**src/rtl/rr_mux_arbiter.sv**
```systemverilog
// rr_mux_arbiter
//   WIDTH-bit, CHANNELS-way registered multiplexer with valid/ready handshakes.
//   Arbitration is round-robin (ARB_MODE=0) or fixed priority with the lowest
//   index winning (ARB_MODE=1). A manual select (sel_en/sel) bypasses
//   arbitration. The output is a one-entry register that sustains one word
//   per cycle when drained and loaded on the same edge.
// Ports
//   clk, rst_n        rising-edge clock, asynchronous active-low reset
//   in_valid/in_ready per-channel handshake (in_ready is combinational)
//   in_data           channel i at [i*WIDTH +: WIDTH]
//   sel_en, sel       manual channel select; sel >= CHANNELS grants nothing
//   out_valid/out_ready, out_data, out_chan  registered output stream
module rr_mux_arbiter #(
  parameter int unsigned WIDTH    = 16,
  parameter int unsigned CHANNELS = 4,
  parameter int unsigned ARB_MODE = 0,
  parameter int unsigned SEL_W    = $clog2(CHANNELS)
) (
  input  logic                      clk,
  input  logic                      rst_n,
  input  logic [CHANNELS-1:0]       in_valid,
  input  logic [CHANNELS*WIDTH-1:0] in_data,
  output logic [CHANNELS-1:0]       in_ready,
  input  logic                      sel_en,
  input  logic [SEL_W-1:0]          sel,
  output logic                      out_valid,
  output logic [WIDTH-1:0]          out_data,
  output logic [SEL_W-1:0]          out_chan,
  input  logic                      out_ready
);

  typedef enum logic {EMPTY, FULL} state_e;

  state_e            state_q, state_d;
  logic [SEL_W-1:0]  rr_ptr_q, rr_ptr_d;
  logic [WIDTH-1:0]  data_q, data_d;
  logic [SEL_W-1:0]  chan_q, chan_d;

  logic [CHANNELS-1:0] elig;
  logic [CHANNELS-1:0] grant;
  logic                grant_any;
  logic [SEL_W-1:0]    grant_idx;
  logic                load;
  int unsigned         scan_idx;

  assign load = (state_q == EMPTY) || out_ready;

  // Manual select keeps only the selected request; a sel value beyond the
  // channel count matches no bit, so the eligible set is empty.
  always_comb begin
    elig = '0;
    if (!sel_en) begin
      elig = in_valid;
    end else begin
      for (int unsigned i = 0; i < CHANNELS; i++) begin
        if (32'(sel) == i) elig[i] = in_valid[i];
      end
    end
  end

  // Scan order starts at rr_ptr (round-robin) or at 0 (fixed priority); the
  // first eligible index in that order wins.
  always_comb begin
    grant     = '0;
    grant_any = 1'b0;
    grant_idx = '0;
    scan_idx  = 0;
    for (int unsigned k = 0; k < CHANNELS; k++) begin
      scan_idx = (ARB_MODE == 0) ? 32'(rr_ptr_q) + k : k;
      if (scan_idx >= CHANNELS) scan_idx = scan_idx - CHANNELS;
      if (!grant_any && elig[scan_idx]) begin
        grant_any        = 1'b1;
        grant_idx        = SEL_W'(scan_idx);
        grant[scan_idx]  = 1'b1;
      end
    end
  end

  // Gated by rst_n so no channel sees a handshake while reset is asserted.
  assign in_ready = (rst_n && load) ? grant : '0;

  always_comb begin
    state_d  = state_q;
    rr_ptr_d = rr_ptr_q;
    data_d   = data_q;
    chan_d   = chan_q;
    if (load) begin
      if (grant_any) begin
        state_d = FULL;
        chan_d  = grant_idx;
        for (int unsigned i = 0; i < CHANNELS; i++) begin
          if (32'(grant_idx) == i) data_d = in_data[i*WIDTH +: WIDTH];
        end
        if (ARB_MODE == 0) begin
          rr_ptr_d = (32'(grant_idx) == CHANNELS - 1) ? '0 : grant_idx + 1'b1;
        end
      end else begin
        state_d = EMPTY;
      end
    end
  end

  always_ff @(posedge clk or negedge rst_n) begin
    if (!rst_n) begin
      state_q  <= EMPTY;
      rr_ptr_q <= '0;
      data_q   <= '0;
      chan_q   <= '0;
    end else begin
      state_q  <= state_d;
      rr_ptr_q <= rr_ptr_d;
      data_q   <= data_d;
      chan_q   <= chan_d;
    end
  end

  assign out_valid = (state_q == FULL);
  assign out_data  = data_q;
  assign out_chan  = chan_q;

endmodule

```
**config.mk**
```make
export PLATFORM = sky130hd
export DESIGN_NAME = rr_mux_arbiter
export DESIGN_NICKNAME = d
export VERILOG_FILES = /design/src/rtl/rr_mux_arbiter.sv
export SDC_FILE = /design/constraint.sdc
export NUM_CORES = 1
export LEC_CHECK = 0
export ABC_CLOCK_PERIOD_IN_PS = 4650
export CORE_ASPECT_RATIO = 0.6
export CORE_UTILIZATION = 42
export CTS_CLUSTER_DIAMETER = 80
export CTS_CLUSTER_SIZE = 30
export DETAILED_ROUTE_END_ITERATION = 7
export GPL_TIMING_DRIVEN = 0
export HOLD_SLACK_MARGIN = 0.02
export PLACE_DENSITY = 0.93
export SLEW_MARGIN = 20
export SYNTH_ARGS = -nofsm -noshare
export SYNTH_HDL_FRONTEND = slang
export SYNTH_SLANG_ARGS = --single-unit
```
**constraint.sdc**
```tcl
create_clock -name clk -period 4.65 [get_ports clk]
set_input_delay 0.6975 -clock clk [delete_from_list [all_inputs] [get_ports clk]]
set_output_delay 0.6975 -clock clk [all_outputs]
set_load 0.01 [all_outputs]
```
-- Word level (Yosys, flattened, before mapping)
Cells that the tools add are included.
- bits in registers: 21
- latch bits: 0
- RAM bits: 0
- bits in read-only memories: 0
- input port bits: 74
- output and inout port bits: 23
- word-level logic and storage cells: 95
- memories kept: 0
- add/subtract/negate cells: 8
- $mul: 0
- divide/modulo/power cells: 0
- order comparisons: 12
- eq/ne operators: 6
- shifts and indexed selects: 0
- muxes and demuxes: 44
- bitwise gates (word level): 4
- reduce and logical (&&, ||, !) cells: 17
- operator list (operator ; count):
    $ge 32x1->1 const B ; 4
    $lt 32x3->1 const B ; 4
    $mux 32 ; 4
    $mux 16 ; 4
    $mux 4 ; 6
    $mux 1 ; 17
    $or 4x4->4 ; 3
    $sub 3x3->4 const B ; 3
    $mux 2 ; 5
    $ge 3x3->1 const B ; 3
    $bmux 1 s2 ; 4
    $demux 1 s2 ; 4
    $eq 2x2->1 const B ; 4
    $logic_and 1x1->1 ; 8
    $add 2x2->3 const B ; 2
    $eq 2x1->1 const B ; 2
    $logic_not 2->1 ; 2
    $reduce_bool 4->1 ; 1
    $sub 2x3->4 const B ; 1
    $add 2x1->3 const B ; 1
    $ge 2x3->1 const B ; 1
    $logic_not 1->1 ; 3
    $reduce_and 3->1 ; 1
    $add 2x1->2 const B ; 1
    3 further kinds ; 3

-- Depth between registers and ports, before layout
- depth after elaboration: 20
- gate-level depth with buffers: 18
- gate-level depth less buffers: 13

-- Least setup slack after synthesis
OpenSTA, ideal clock, no wires.
- kind: input -> register
- start: input sel_en
- end: register data_q[4] (netlist: out_data[4])
- library setup time: 0.133 ns
- arrival time: 3.424 ns
- data required time: 4.517 ns
- slack: 1.093 ns
- stages: 14
- path buffers: 4
- path through: clkbuf_1 > o2111ai_1 > a211oi_4 > or2_1 > buf_4 > o21ai_2 > inv_1 > ha_1 > clkbuf_1 > buf_1 > mux2i_1 > o21ai_0 > nand2_1 > o211ai_2
- longest elaborated chain between the ends: 17
- elaborated cells between the ends (all ways): 32
- those cells by class: eq/ne (3); mux (20); reduce/logical (9)
- ends and longest elaborated chain (item ; line ; source):
    from (decl) ; 24 ; input logic sel_en,
    $mux 4 * ; 52 ; if (!sel_en) begin
    $bmux 1 s2 ; 71 ; if (!grant_any && elig[scan_idx]) begin
    $mux 1 (implied by the code) ; 71 ;
    $mux 1 ; 71 ;
    $logic_not 1->1 ; 71 ;
    $logic_and 1x1->1 ; 71 ;
    $mux 1 ; 71 ;
    $logic_not 1->1 ; 71 ;
    $logic_and 1x1->1 ; 71 ;
    $mux 1 ; 71 ;
    $logic_not 1->1 ; 71 ;
    $logic_and 1x1->1 ; 71 ;
    $mux 2 * ; 71 ;
    via grant_idx[0] ; 42 ; logic [SEL_W-1:0] grant_idx;
    $eq 2x1->1 ; 92 ; if (32'(grant_idx) == i) data_d = in_data[i*WIDTH +: WIDTH];
    $mux 16 (3 in series) ; 92 ;
    to (signal assigned) ; 112 ; data_q <= data_d;
    to (decl) ; 36 ; logic [WIDTH-1:0] data_q, data_d;
Mark *: on every way through the listed nets, which the timed path passes. The rest lies on a longest branch. The select of a mux whose other input is x is not followed.
A chain may end at the register's enable or synchronous reset.

-- Final worst setup path
- start: input sel[0]
- end: register data_q[10] (netlist: out_data[10])
- longest elaborated chain between the ends: 19
- elaborated cells between the ends (all ways): 40
- those cells by class: eq/ne (6); mux (24); reduce/logical (10)
- ends and longest elaborated chain (item ; line ; source):
    from (decl) ; 25 ; input logic [SEL_W-1:0] sel,
    $eq 2x1->1 (tied with other cells) ; 56 ; if (32'(sel) == i) elig[i] = in_valid[i];
    $mux 1 ; 56 ;
    $mux 4 * ; 52 ;
    $bmux 1 s2 ; 71 ;
    $mux 1 (implied by the code) ; 71 ;
    $mux 1 ; 71 ;
    $logic_not 1->1 ; 71 ;
    $logic_and 1x1->1 ; 71 ;
    (+2 left out) ; -- ;
    $logic_and 1x1->1 ; 71 ;
    $mux 1 ; 71 ;
    $logic_not 1->1 ; 71 ;
    $logic_and 1x1->1 ; 71 ;
    $mux 2 * ; 71 ;
    via grant_idx[0] ; 42 ;
    $eq 2x1->1 ; 92 ;
    $mux 16 (3 in series) ; 92 ;
Marked as above.

==> impl_metrics.csv <==
group,metric,value,unit
status,status,"finished, final reports clean",
cts,clkLatencyLatePin,0.25,ns
global_routing,grt_max_degree,23,
synthesis,synth_top_area_share,25.29,%
route,drtIter0Drc,134,
synthesis,yosys.area.top_type,"dfrtp_1",
job,maxCapViolCount,0,
setup_path,endpoint_kind,"flip-flop",
route,via_per_inst,5.587,
final_layout,final_util,67.70,%
cts,clkSinkCount,21,
cts,post-cts-setup-buffers,0,
synthesis,synth_compound_area_share,34.20,%
cts,numCtsBuffers,3,
synthesis,synth_top_family_by_area,"compound AO/OA/AOI/OAI gates",
sta,post-route-period-util,91.03,%
sta,final.setup.tns,0,ns
final_layout,antenna_cells,0,
cts,cts_root_buf,"clkbuf_8",
floorplan,die_w,92.81,um
route,drtPass1Iterations,5,
synthesis,synth_area_leaders,"dfrtp_1, nand2_1, mux2i_1",
cts,ctsHtreeMaxLevel,1,
setup_path,cp_max_fo,10,
setup_path,arrival,4.42,ns
min_path,hold_path.class,"reg2reg",
placement,io_buffers,95,
floorplan,core_area,4659,um2
global_routing,grt_pass1_vias,2084,
cts,clock_path_buffers,2,
sta,fin_skew,0.0005063,ns
sta,fmax,0.2363,GHz
setup_path,required,4.83,ns
synthesis,yosys_most_used_dff,"dfrtp_1",
pwr,power.density,630.0,nW/um2
floorplan,io_pins,97,
synthesis,mappedNetlistArea,2078,um2
synthesis,async_flop_share,100.0,%
synthesis,ys_ff_latch,21,
final_layout,design_area,3154,um2
placement,dp_hpwl,4978,um
route,drtAntennaViolNets,0,
synthesis,synth_warnings,0,
synthesis,yosys-top-cells-count,"nand2_1, dfrtp_1, mux2i_1, o2111ai_1, o21ai_0",
sta,hold_slack,0.4885,ns
placement,place_area,3108,um2
final_layout,layout.cells.non_filler,397,
synthesis,yosysMostFrequentCell,"nand2_1",
setup_path,critPathLaunchType,"input pin",
final_layout,fill_cells,381,
placement,dp.cells,393,
cts,clkTransAtPathRegs,0.07,ns
synthesis,synth_edf_count,0,
final_layout,area_delta_synth_final,51.78,%
floorplan,dieArea,5242,um2
route,drc,0,
floorplan,dieHeight,56.49,um
synthesis,synthAdderAreaFrac,6.020,%
setup_path,criticalPathCategory,"in2reg",
sta,slew_viol_final,0,
synthesis,synth_cell_types,44,
pwr,p_leak,1.235,nW
global_routing,antenna_found_initial,0,
cts,hold_buffers,0,
pwr,ir_worst_vdd,0.2902,mV
sta,slew_headroom,34.39,%
synthesis,synthesis.nets,319,
final_layout,final_nets,419,
floorplan,start_util,44.60,%
synthesis,synth_xor_area_share,0,%
route,post_drt_wl_per_cell,15.43,um
global_routing,grtUsageTotal,24.14,%
sta,grt_setup_unrepaired,"false",
synthesis,seq_area_frac_synth,25.29,%
floorplan,rows,19,
placement,gp_congestion,0.9263,
sta,setup-violations-final,0,
sta,period_needed,4.233,ns
sta,hold_viol_final,0,
global_routing,grt_overflow,0,
global_routing,grt_pass1_wl,10050,um
sta,worst_pin_slew,0.9811,ns
synthesis,muxShareOfSynthArea,9.813,%
synthesis,postSynthCellCount,235,
cts,cts_tree,"done",
route,via_count,2218,
synthesis,yosys.area_share.simple,18.00,%
final_layout,drive_above_1_share,10.18,%
synthesis,avgSynthCellArea,8.844,um2
route,finalWirelength,6125,um
## logic make-up after synthesis
kind of cell / after synthesis
simple gates: 79
mux: 20
flops: 21
compound gates: 82
buf+inv: 23
fa+ha+maj: 10
## per-layer routing
layer  vias up  global-route usage [%]  part of all wire [%]  wire length (um)
li1       1096                       -                     -                 -
met1      1027                   36.50                    48              2965
met2        93                   37.08                    45              2735
met3         2                   3.794                   6.6               404
met4         0                   2.857                  0.34                21
met5         -                       0                     0                 0
## critical path, stage by stage
cell	delay, ns
clkdlybuf4s50_1	0.52
or4b_4	0.60
o2111ai_1	0.20
a211oi_4	0.17
o21ai_2	0.36
o21ai_2	0.16
inv_1	0.09
ha_1	0.16
clkbuf_1	0.38
clkbuf_2	0.39
mux2i_1	0.14
o21ai_0	0.25
nand2_1	0.15
o211ai_2	0.16
## through the flow
stage,power [mW],worst slack (ns)
2_1_floorplan,1.372,1.093
3_3_place_gp,1.816,0.1302
3_5_place_dp,1.852,-0.003755
4_1_cts,1.974,0.2557
5_1_grt,2.147,0.2271
6_report,1.987,0.4173
## placed cells by master, fill, tap and decap left out, types with 3 or more instances in the layout
cell / count
clkdlybuf4s50_1: 95
nand2_1: 57
dfrtp_1: 21
mux2i_1: 19
o2111ai_1: 17
o21ai_0: 17
o211ai_2: 10
ha_1: 10
clkbuf_1: 9
o211ai_1: 9
inv_1: 5
a222oi_1: 5
a21oi_1: 5
buf_6: 3
nand4b_1: 3
nand4bb_1: 3
buf_4: 3
clkbuf_8: 3
## flip-flops by register name, summed over array words and instances (netlist names)
| signal | cells |
|---|---|
| rr_ptr_q | 2 |
| out_chan | 2 |
| out_data | 16 |
| out_valid | 1 |
## repair_timing
item                       CTS  global route
hold endpoints to repair     0             0
setup endpoints to repair    0             4
resized for setup            0             1
## final cells by class
type	count	area, um2	area share, %
flip-flops and latches	21	525.5	16.66
multi-input cells	191	1414	44.82
inverters	5	18.77	0.5950
plain buffers	18	121.4	3.848
well taps	63	78.83	2.499
clock buffers	4	45.04	1.428
repair buffers	95	950.9	30.15
## path summary, 6_finish.rpt
check	startpoint	to	slack [ns]	cells after the start
max	sel[0]	out_data[10]$_DFFE_PN0P_	0.42	14
min	out_data[9]$_DFFE_PN0P_	out_data[9]$_DFFE_PN0P_	0.49	2
max reg2reg	rr_ptr_q[0]$_DFFE_PN0P_	out_data[10]$_DFFE_PN0P_	0.58	18
min reg2reg	out_data[9]$_DFFE_PN0P_	out_data[9]$_DFFE_PN0P_	0.49	2
max in group asynchronous	rst_n	out_data[13]$_DFFE_PN0P_	3.08	1
min in group asynchronous	rst_n	out_data[9]$_DFFE_PN0P_	0.98	1
## where the power goes
group	total, mW	switching, mW	leakage [nW]	internal, mW
Combinational	1.53	0.835	0.958	0.693
Sequential	0.342	0.0670	0.254	0.275
Clock	0.117	0.0563	0.0228	0.0609
Note: power is estimated with default switching activity, not from simulation.
